==> src/rtl/ctrl_smpseq_if.sv <==
// rtl/ctrl_smpseq_if.sv - control and strobe bundle between sample sequencer and address driver
interface ctrl_smpseq_if #(
    parameter int WIDTH = 3,
    parameter int PHW   = 16
);
    logic             start;
    logic             stop;
    logic             in_valid;
    logic [PHW-1:0]   step;
    logic             en_init;
    logic             en_load;
    logic             new_smp;
    logic             out_smp;
    logic [WIDTH-1:0] result_reg;
    logic [WIDTH-1:0] error_reg;
    logic             busy;
    logic             ovf;

    modport master (
        output start, stop, in_valid, step,
        input  en_init, en_load, new_smp, out_smp, result_reg, error_reg, busy, ovf
    );

    modport slave (
        input  start, stop, in_valid, step,
        output en_init, en_load, new_smp, out_smp, result_reg, error_reg, busy, ovf
    );
endinterface

==> src/rtl/ctrl_smpseq.sv <==
// rtl/ctrl_smpseq.sv - ring-init and load sequencer with fractional phase accumulator
module ctrl_smpseq #(
    parameter int WIDTH = 3,
    parameter int PHW   = 16
) (
    input  logic         clk,
    input  logic         rst,
    ctrl_smpseq_if.slave bus
);
    typedef enum logic [1:0] {
        S_IDLE,
        S_INIT,
        S_RUN
    } state_t;

    state_t           state_q, state_d;
    logic [WIDTH-1:0] cnt_q, cnt_d;
    logic [WIDTH-1:0] wptr_q, wptr_d;
    logic [PHW-1:0]   acc_q, acc_d;
    logic             ovf_d;
    logic             en_init_d;
    logic             en_load_d;
    logic             new_smp_d;
    logic             out_smp_d;
    logic [WIDTH-1:0] result_d;
    logic [WIDTH-1:0] error_d;
    logic             busy_d;
    logic [PHW:0]     acc_sum;

    // Phase accumulation one bit wider than the accumulator; the top bit is the output-sample carry.
    assign acc_sum = {1'b0, acc_q} + {1'b0, bus.step};

    // Next state plus next value of every registered output. Outputs are computed for the
    // cycle being entered, so the consumer sees the strobe aligned with the state it belongs to.
    always_comb begin
        state_d   = state_q;
        cnt_d     = cnt_q;
        wptr_d    = wptr_q;
        acc_d     = acc_q;
        ovf_d     = bus.ovf;
        en_init_d = 1'b0;
        en_load_d = 1'b0;
        new_smp_d = 1'b0;
        out_smp_d = 1'b0;
        result_d  = bus.result_reg;
        error_d   = bus.error_reg;

        case (state_q)
            S_IDLE: begin
                if (bus.start) begin
                    state_d   = S_INIT;
                    cnt_d     = '0;
                    wptr_d    = '0;
                    acc_d     = '0;
                    ovf_d     = 1'b0;
                    // first init slot (0): consumer writes slot 0 when result points one ahead
                    en_init_d = 1'b1;
                    new_smp_d = 1'b1;
                    result_d  = WIDTH'(1);
                    error_d   = '0;
                end
            end
            S_INIT: begin
                if (bus.in_valid) begin
                    ovf_d = 1'b1;
                end
                if (bus.stop) begin
                    state_d = S_IDLE;
                end else if (cnt_q == '1) begin
                    state_d = S_RUN;
                end else begin
                    cnt_d     = cnt_q + WIDTH'(1);
                    en_init_d = 1'b1;
                    result_d  = cnt_q + WIDTH'(2);
                    error_d   = cnt_q + WIDTH'(1);
                end
            end
            S_RUN: begin
                // a sample arriving with stop is still loaded before the sequencer goes idle
                if (bus.in_valid) begin
                    en_load_d = 1'b1;
                    result_d  = wptr_q;
                    error_d   = wptr_q - WIDTH'(1);
                    acc_d     = acc_sum[PHW-1:0];
                    out_smp_d = acc_sum[PHW];
                    wptr_d    = wptr_q + WIDTH'(1);
                end
                if (bus.stop) begin
                    state_d = S_IDLE;
                end
            end
            default: begin
                state_d = S_IDLE;
            end
        endcase

        busy_d = (state_d != S_IDLE);
    end

    // State and output registers; reset clears everything immediately.
    always_ff @(posedge clk or negedge rst) begin
        if (!rst) begin
            state_q        <= S_IDLE;
            cnt_q          <= '0;
            wptr_q         <= '0;
            acc_q          <= '0;
            bus.ovf        <= 1'b0;
            bus.en_init    <= 1'b0;
            bus.en_load    <= 1'b0;
            bus.new_smp    <= 1'b0;
            bus.out_smp    <= 1'b0;
            bus.result_reg <= '0;
            bus.error_reg  <= '0;
            bus.busy       <= 1'b0;
        end else begin
            state_q        <= state_d;
            cnt_q          <= cnt_d;
            wptr_q         <= wptr_d;
            acc_q          <= acc_d;
            bus.ovf        <= ovf_d;
            bus.en_init    <= en_init_d;
            bus.en_load    <= en_load_d;
            bus.new_smp    <= new_smp_d;
            bus.out_smp    <= out_smp_d;
            bus.result_reg <= result_d;
            bus.error_reg  <= error_d;
            bus.busy       <= busy_d;
        end
    end
endmodule

==> src/flat_wrapper.sv <==
// flat-port wrapper written by rule: the top's interface ports become plain ports
module ctrl_smpseq_flat 
#(
    parameter int WIDTH = 3,
    parameter int PHW   = 16
)
  (clk, rst, bus_start, bus_stop, bus_in_valid, bus_step, bus_en_init, bus_en_load, bus_new_smp, bus_out_smp, bus_result_reg, bus_error_reg, bus_busy, bus_ovf);
  ctrl_smpseq_if #(.WIDTH(WIDTH), .PHW(PHW)) bus_i ();
  input  logic clk;
  input  logic rst;
  input wire logic [$bits(bus_i.start)-1:0] bus_start;
  input wire logic [$bits(bus_i.stop)-1:0] bus_stop;
  input wire logic [$bits(bus_i.in_valid)-1:0] bus_in_valid;
  input wire logic [$bits(bus_i.step)-1:0] bus_step;
  output wire logic [$bits(bus_i.en_init)-1:0] bus_en_init;
  output wire logic [$bits(bus_i.en_load)-1:0] bus_en_load;
  output wire logic [$bits(bus_i.new_smp)-1:0] bus_new_smp;
  output wire logic [$bits(bus_i.out_smp)-1:0] bus_out_smp;
  output wire logic [$bits(bus_i.result_reg)-1:0] bus_result_reg;
  output wire logic [$bits(bus_i.error_reg)-1:0] bus_error_reg;
  output wire logic [$bits(bus_i.busy)-1:0] bus_busy;
  output wire logic [$bits(bus_i.ovf)-1:0] bus_ovf;
  assign bus_i.start = bus_start;
  assign bus_i.stop = bus_stop;
  assign bus_i.in_valid = bus_in_valid;
  assign bus_i.step = bus_step;
  assign bus_en_init = bus_i.en_init;
  assign bus_en_load = bus_i.en_load;
  assign bus_new_smp = bus_i.new_smp;
  assign bus_out_smp = bus_i.out_smp;
  assign bus_result_reg = bus_i.result_reg;
  assign bus_error_reg = bus_i.error_reg;
  assign bus_busy = bus_i.busy;
  assign bus_ovf = bus_i.ovf;
  ctrl_smpseq #(.WIDTH(WIDTH), .PHW(PHW)) u_core (.clk(clk), .rst(rst), .bus(bus_i));
endmodule
==> config.mk <==
export PLATFORM = sky130hd
export DESIGN_NAME = ctrl_smpseq_flat
export DESIGN_NICKNAME = d
export VERILOG_FILES = /design/src/rtl/ctrl_smpseq_if.sv /design/src/rtl/ctrl_smpseq.sv /design/src/flat_wrapper.sv
export SDC_FILE = /design/constraint.sdc
export NUM_CORES = 1
export LEC_CHECK = 0
export ABC_AREA = 1
export ABC_CLOCK_PERIOD_IN_PS = 1800
export BUFFER_PORTS_ARGS = -buffer_cell sky130_fd_sc_hd__buf_2
export CORE_MARGIN = 4
export CORE_UTILIZATION = 35
export CTS_BUF_LIST = sky130_fd_sc_hd__clkbuf_4 sky130_fd_sc_hd__clkbuf_8
export DETAILED_ROUTE_END_ITERATION = 10
export GPL_TIMING_DRIVEN = 0
export PLACE_DENSITY = 0.62
export SLEW_MARGIN = 10
export SYNTH_ARGS = -nofsm -noshare
export SYNTH_HDL_FRONTEND = slang
export SYNTH_SLANG_ARGS = --single-unit
==> constraint.sdc <==
create_clock -name clk -period 1.8 [get_ports clk]
set_input_delay 0.18 -clock clk [delete_from_list [all_inputs] [get_ports clk]]
set_output_delay 0.18 -clock clk [all_outputs]
set_load 0.1 [all_outputs]
After elaboration in Yosys (flattened, before gate mapping)
Index checks and enable logic that the tools add are counted.

Add/sub/neg operators: 5. Eq/ne operators: 8. Multiplexer cells: 33. Reduce and logical (&&, ||, !) cells: 9.

Operators by type and width (number): 16-bit 2-to-1 mux (2); 16-bit one-hot mux with 2 select lines (1); 3-bit 2-to-1 mux (9); 3-bit one-hot mux with 3 select lines (2); 16-bit by 16-bit adder with 17-bit output (1); 3-bit one-hot mux with 2 select lines (2); 1-bit 2-to-1 mux (10); 2-bit inequality test (second input constant) (5); 2-bit 2-to-1 mux (4); 3-bit by 1-bit adder with 3-bit output (second input constant) (2); 2-bit one-hot mux with 3 select lines (1); 3-bit AND reduction (2); 2-bit nonzero test (3); 5-bit AND reduction (1); 1-bit one-hot mux with 2 select lines (2); 4-bit AND reduction (1); 3-bit by 2-bit adder with 3-bit output (second input constant) (1); 3-bit == test (second input constant) (1); 3-bit nonzero test (1); 3-bit by 1-bit subtractor with 3-bit output (second input constant) (1); 2-bit by 1-bit == test with 1-bit output (second input constant) (1); 2-bit == test (second input constant) (1); 2-bit logical NOT (1).

Bits in registers: 36. Output and inout port bits: 12. Word-level logic and storage cells: 67.

Longest topological paths before layout
Depth in word-level cells: 5. Depth in mapped cells: 11.

Worst setup path after synthesis
No wires, ideal clock.

Kind: register to register. Start point: reg u_core.cnt_q[1]. End point: reg u_core.bus.result_reg[0]. Library setup time: 121 ps. Data arrival time: 1481 ps. Slack: 198 ps. Stages on the path, launching flop included: 9. Clock period less this slack: 1602 ps. Path through: dfrtp_1 > ha_1 > ha_1 > nand2_1 > inv_2 > nor4_4 > nand2_4 > nor2_1 > nor2_1.

Longest elaborated chain between the ends: 3.

RTL lines: start, declared (RTL line ctrl_smpseq.sv:17) `logic [WIDTH-1:0] cnt_q, cnt_d;`; start signal, assigned (RTL line ctrl_smpseq.sv:117) `cnt_q <= cnt_d;`; 3-bit == test (RTL line ctrl_smpseq.sv:69) `end else if (cnt_q == '1) begin`; 2-bit inequality test (no line); 5-bit AND reduction (no line); end signal, assigned (RTL line ctrl_smpseq.sv:125) `bus.result_reg <= result_d;`; end, declared (RTL line ctrl_smpseq_if.sv:26) `output en_init, en_load, new_smp, out_smp, result_reg, error_reg, busy, ovf`.

No other way between the ends. A chain may end at the register's enable or synchronous reset.

Worst setup path in the final report
Start point: reg u_core.state_q[0]. End point: reg u_core.bus.result_reg[0].

Longest elaborated chain between the ends: 3. Elaborated cells on any way between the ends: 10. Those cells by class: 6 x eq/ne; 1 x mux; 3 x reduce/logical.

RTL lines: start, declared (RTL line ctrl_smpseq.sv:16) `state_t state_q, state_d;`; start signal, assigned (RTL line ctrl_smpseq.sv:116) `state_q <= state_d;`; 2-bit by 1-bit == test with 1-bit output, or another cell as far along (RTL line ctrl_smpseq.sv:48) `case (state_q)`; 2-bit inequality test (no line) / 3-bit nonzero test (equally long branches); 5-bit AND reduction (no line).

Parallel ways exist; a longest one is shown, timed or not.

==> flow_summary.rst <==
.. list-table::
   :header-rows: 1

   * - Metric
     - Value
   * - Global routing met2 resource utilization
     - 25.53%
   * - First-pass GRT wire length
     - 10320 µm
   * - Count of cells along the worst register-to-register path
     - 8
   * - Startpoint kind of the worst setup timing path
     - flip-flop
   * - Antenna fix cells
     - 0
   * - PortBufs
     - 32
   * - Non-filler instance count after layout
     - 511
   * - Data arrival at the endpoint of the critical path
     - 1.88 ns
   * - Critical register-to-register path endpoint
     - u_core.bus.result_reg[0]
   * - Final clock period utilization by the worst path
     - 93.44%
   * - Top fanout value on the critical path
     - 5
   * - Number of enable flip-flop cells after synthesis
     - 0
   * - Sequential standard cell area
     - 900.9 µm²
   * - Smallest hold slack
     - -0.02530 ns
   * - Mapped Cells
     - 365
   * - # nets final
     - 457
   * - Sw Ratio
     - 46.74%
   * - H-tree depth
     - 2
   * - Cell types occupying the most area after synthesis
     - sky130_fd_sc_hd__dfrtp_1, sky130_fd_sc_hd__nand2_1, sky130_fd_sc_hd__ha_1, sky130_fd_sc_hd__inv_1, sky130_fd_sc_hd__nand3_1
   * - Largest vdd supply drop
     - 0.8136 mV
   * - Avg Inst Size Synth
     - 7.158 µm²
   * - Total global-route track usage
     - 14.69%
   * - Initial DRT Pass Iterations
     - 4
   * - Crit-path most repeated cell
     - sky130_fd_sc_hd__nor2_1
   * - Crit path kind
     - reg -> reg
   * - Number of clock sinks
     - 36
   * - Most used standard cells in the synthesized netlist
     - sky130_fd_sc_hd__nand2_1, sky130_fd_sc_hd__inv_1, sky130_fd_sc_hd__dfrtp_1
   * - Cells traversed along the worst timing path
     - inv_2 -> ha_2 -> nand2_1 -> o21ai_2 -> nor4_4 -> nand2_4 -> nor2_1 -> nor2_1
   * - Critical-path top delay cell
     - sky130_fd_sc_hd__dfrtp_1
   * - Area growth from synthesis to final layout
     - 18.77%
   * - Antenna violations before repair
     - 0
   * - Fraction of final layout cells sized beyond drive strength 1
     - 19.66%
   * - Commonest register cell after synthesis
     - sky130_fd_sc_hd__dfrtp_1
   * - Library cell occupying the most area in the post-synthesis netlist
     - sky130_fd_sc_hd__dfrtp_1
   * - Required time of the critical path
     - 1.99 ns
   * - Grt met3 use
     - 2.789%
   * - Clock buffers created by TritonCTS
     - 5
   * - Max-capacitance violation count
     - 0
   * - Layout fillers
     - 758
   * - Clk_lat worst skew
     - 0.31 ns
   * - Switching Power
     - 1.434 mW
   * - Hold_buf cts
     - 0
   * - Sum of negative setup slack
     - 0 ns
   * - Clock tree from TritonCTS
     - done
   * - Critical path capture point type
     - flip-flop
   * - Tightest Pin Transition
     - 0.8444 ns
   * - Initial drt markers
     - 71
   * - Starting density of the core
     - 36.02%
   * - Core Util, Final
     - 42.78%
   * - Synthesized Nets
     - 411
   * - Overflow left after global routing
     - 0
   * - Final min period
     - 1.682 ns
   * - CP max stage delay
     - 0.41 ns
   * - Per-cell routed wire length
     - 11.77 µm
   * - Proportion of netlist area held by the largest area contributor
     - 34.48%
   * - Combinational share of power
     - 43.8%
   * - Origin of the worst setup path
     - u_core.state_q[0]
   * - Register bank with the most flops
     - u_core.acc_q
   * - Worst min-delay path category
     - in -> async
   * - Max-slew violation count
     - 0
   * - Detail-routed via count per cell
     - 4.613
   * - Sum of net half-perimeters after detailed placement
     - 4534 µm
   * - Share of flip-flops with an asynchronous set or reset after synthesis
     - 100.0%
   * - Final GP Congestion
     - 0.9101
   * - Total of endpoints with negative setup slack in the final report
     - 0
   * - Part of the power in registers
     - 31.8%
   * - Post-DP Area
     - 0.002897 mm²
   * - Synthesized flop and latch total
     - 36
   * - Netlist area before placement
     - 0.002613 mm²
   * - Vias in the first global route
     - 2338
   * - FP Rows
     - 31
   * - Root Buffer
     - sky130_fd_sc_hd__clkbuf_8
   * - Launch point of the worst reg-to-reg path
     - u_core.state_q[0]
   * - Relative slew slack
     - 43.71%
   * - Share of power burned in the clock network
     - 24.4%
   * - Skew final
     - 0.01116 ns
   * - Power density of the placed cells
     - 988.7 mW/mm²
   * - Wirelength, routed
     - 6015 µm
   * - Clock-pin slew reported for the worst setup and hold paths after clock tree synthesis
     - 0.09 ns
   * - Largest net degree at the start of global routing
     - 37
   * - Result of the run
     - finished with violations
   * - Multi-input combinational cell area
     - 0.001498 mm²
   * - Die height
     - 94.40 µm
   * - Number of DRC violations after detailed routing
     - 0
   * - Post-route ant nets
     - 0
   * - LEAKAGE
     - 1.736 nW
   * - Capturing instance or port of the critical path
     - u_core.bus.result_reg[0]
   * - Global-route met1 utilization
     - 17.79%
   * - Violated checks
     - hold timing
   * - Final number of hold-violating endpoints
     - 36
   * - Fraction of the yosys area taken by sequential cells
     - 34.48%
   * - Maximum count of clock buffers along a single path
     - 2
   * - Cell internal power dissipation
     - 1.634 mW
   * - Number of warnings printed during yosys synthesis
     - 0
   * - Register-to-register setup slack
     - 0.12 ns
   * - Number of vias in the routed layout
     - 2357
   * - Chip Width
     - 94.40 µm
   * - Final std cell area, no fill
     - 0.003103 mm²
   * - Placeable core region
     - 0.007253 mm²
   * - Design Power
     - 3.068 mW
   * - Synth cell types
     - 37
   * - Cell with the most instances after synthesis
     - sky130_fd_sc_hd__nand2_1
   * - Count of pins on the block boundary
     - 33
   * - Max reg flops
     - 16
   * - Number of placed instances with taps included
     - 496
   * - Area enclosed by the die boundary
     - 0.008910 mm²
   * - Maximum clock rate
     - 0.5945 GHz
   * - Grt peak-use layer
     - met2
## power groups by stage
stage,Clock (mW),Sequential (mW),Combinational [mW]
detailed placement,0,0.992,1.32
finish,0.748,0.977,1.34
global placement,0,0.989,1.31
global route,0.789,0.993,1.44
floorplan,0,1.54,0.501
CTS,0.762,0.977,1.32
## cells in the final DEF, fill, tap and decap left out, drive strengths merged, types with 5 or more instances in the layout
cell type  synthesis  routed
nor2              22      22
nand2            140     140
a21oi             15      15
ha                24      24
buf                4      43
nand3             20      20
dfrtp             36      36
clkbuf             0       5
o21ai             17      17
inv               55      56
## through the flow
step	hold slack, ns	worst slack [ns]
after floorplan	-0.1156	0.1979
after global placement	0.3370	0.06055
after detailed placement	0.3465	0.04756
after CTS	0.006358	0.03403
after global routing	0.05098	-0.007103
final	-0.02530	0.1180
## how the worst min path moves through the flow
stage	startpoint	endpoint	cells after the start
finish	rst	u_core.acc_q[7]	1
global route	rst	u_core.acc_q[9]	1
detailed placement	rst	u_core.acc_q[5]	1
global placement	rst	u_core.acc_q[6]	1
floorplan	rst	u_core.acc_q[0]	0
CTS	rst	u_core.acc_q[7]	1
## timing repair
action,CTS,global route
gates resized for setup,0,15
endpoints found under the setup margin,0,25
buffers inserted,0,7
endpoints found under the hold margin,0,0
## cell type report
| type | count | area share [%] |
|---|---|---|
| buffer | 4 | 1.089 |
| clock buffer | 5 | 2.218 |
| clock inverter | 3 | 1.371 |
| inverter | 57 | 7.177 |
| multi-input combinational | 268 | 48.27 |
| sequential | 36 | 29.03 |
| tap | 99 | 3.992 |
| timing repair buffer | 39 | 6.855 |
## worst max-delay path, delay by kind of cell (launching register included)
family | cells | cell delay, ns
AO/OA/AOI/OAI | 1 | 0.08
flip-flops | 1 | 0.41
adder cells (fa/ha/maj) | 1 | 0.24
AND/OR/NAND/NOR | 5 | 0.78
buffers and inverters | 1 | 0.06
## routing by layer
layer / share of wire (%) / up-vias
met4: 1.9 / 0
met1: 46 / 1054
met2: 47 / 48
met5: 0 / -
li1: - / 1245
met3: 4.8 / 10
## logic make-up (layout without fill, tap and decap cells)
family	count (synthesis)	in the layout	share of synthesized area [%]
and+or+nand+nor	196	196	31.56
buffers and inverters	61	108	9.722
AOI/OAI and AO/OA	44	44	10.97
DFF	36	36	34.48
adders and majority gates	25	25	12.26
xor gates and xnor gates	3	3	1.006
No activity file was read; power rests on OpenSTA's default activity.
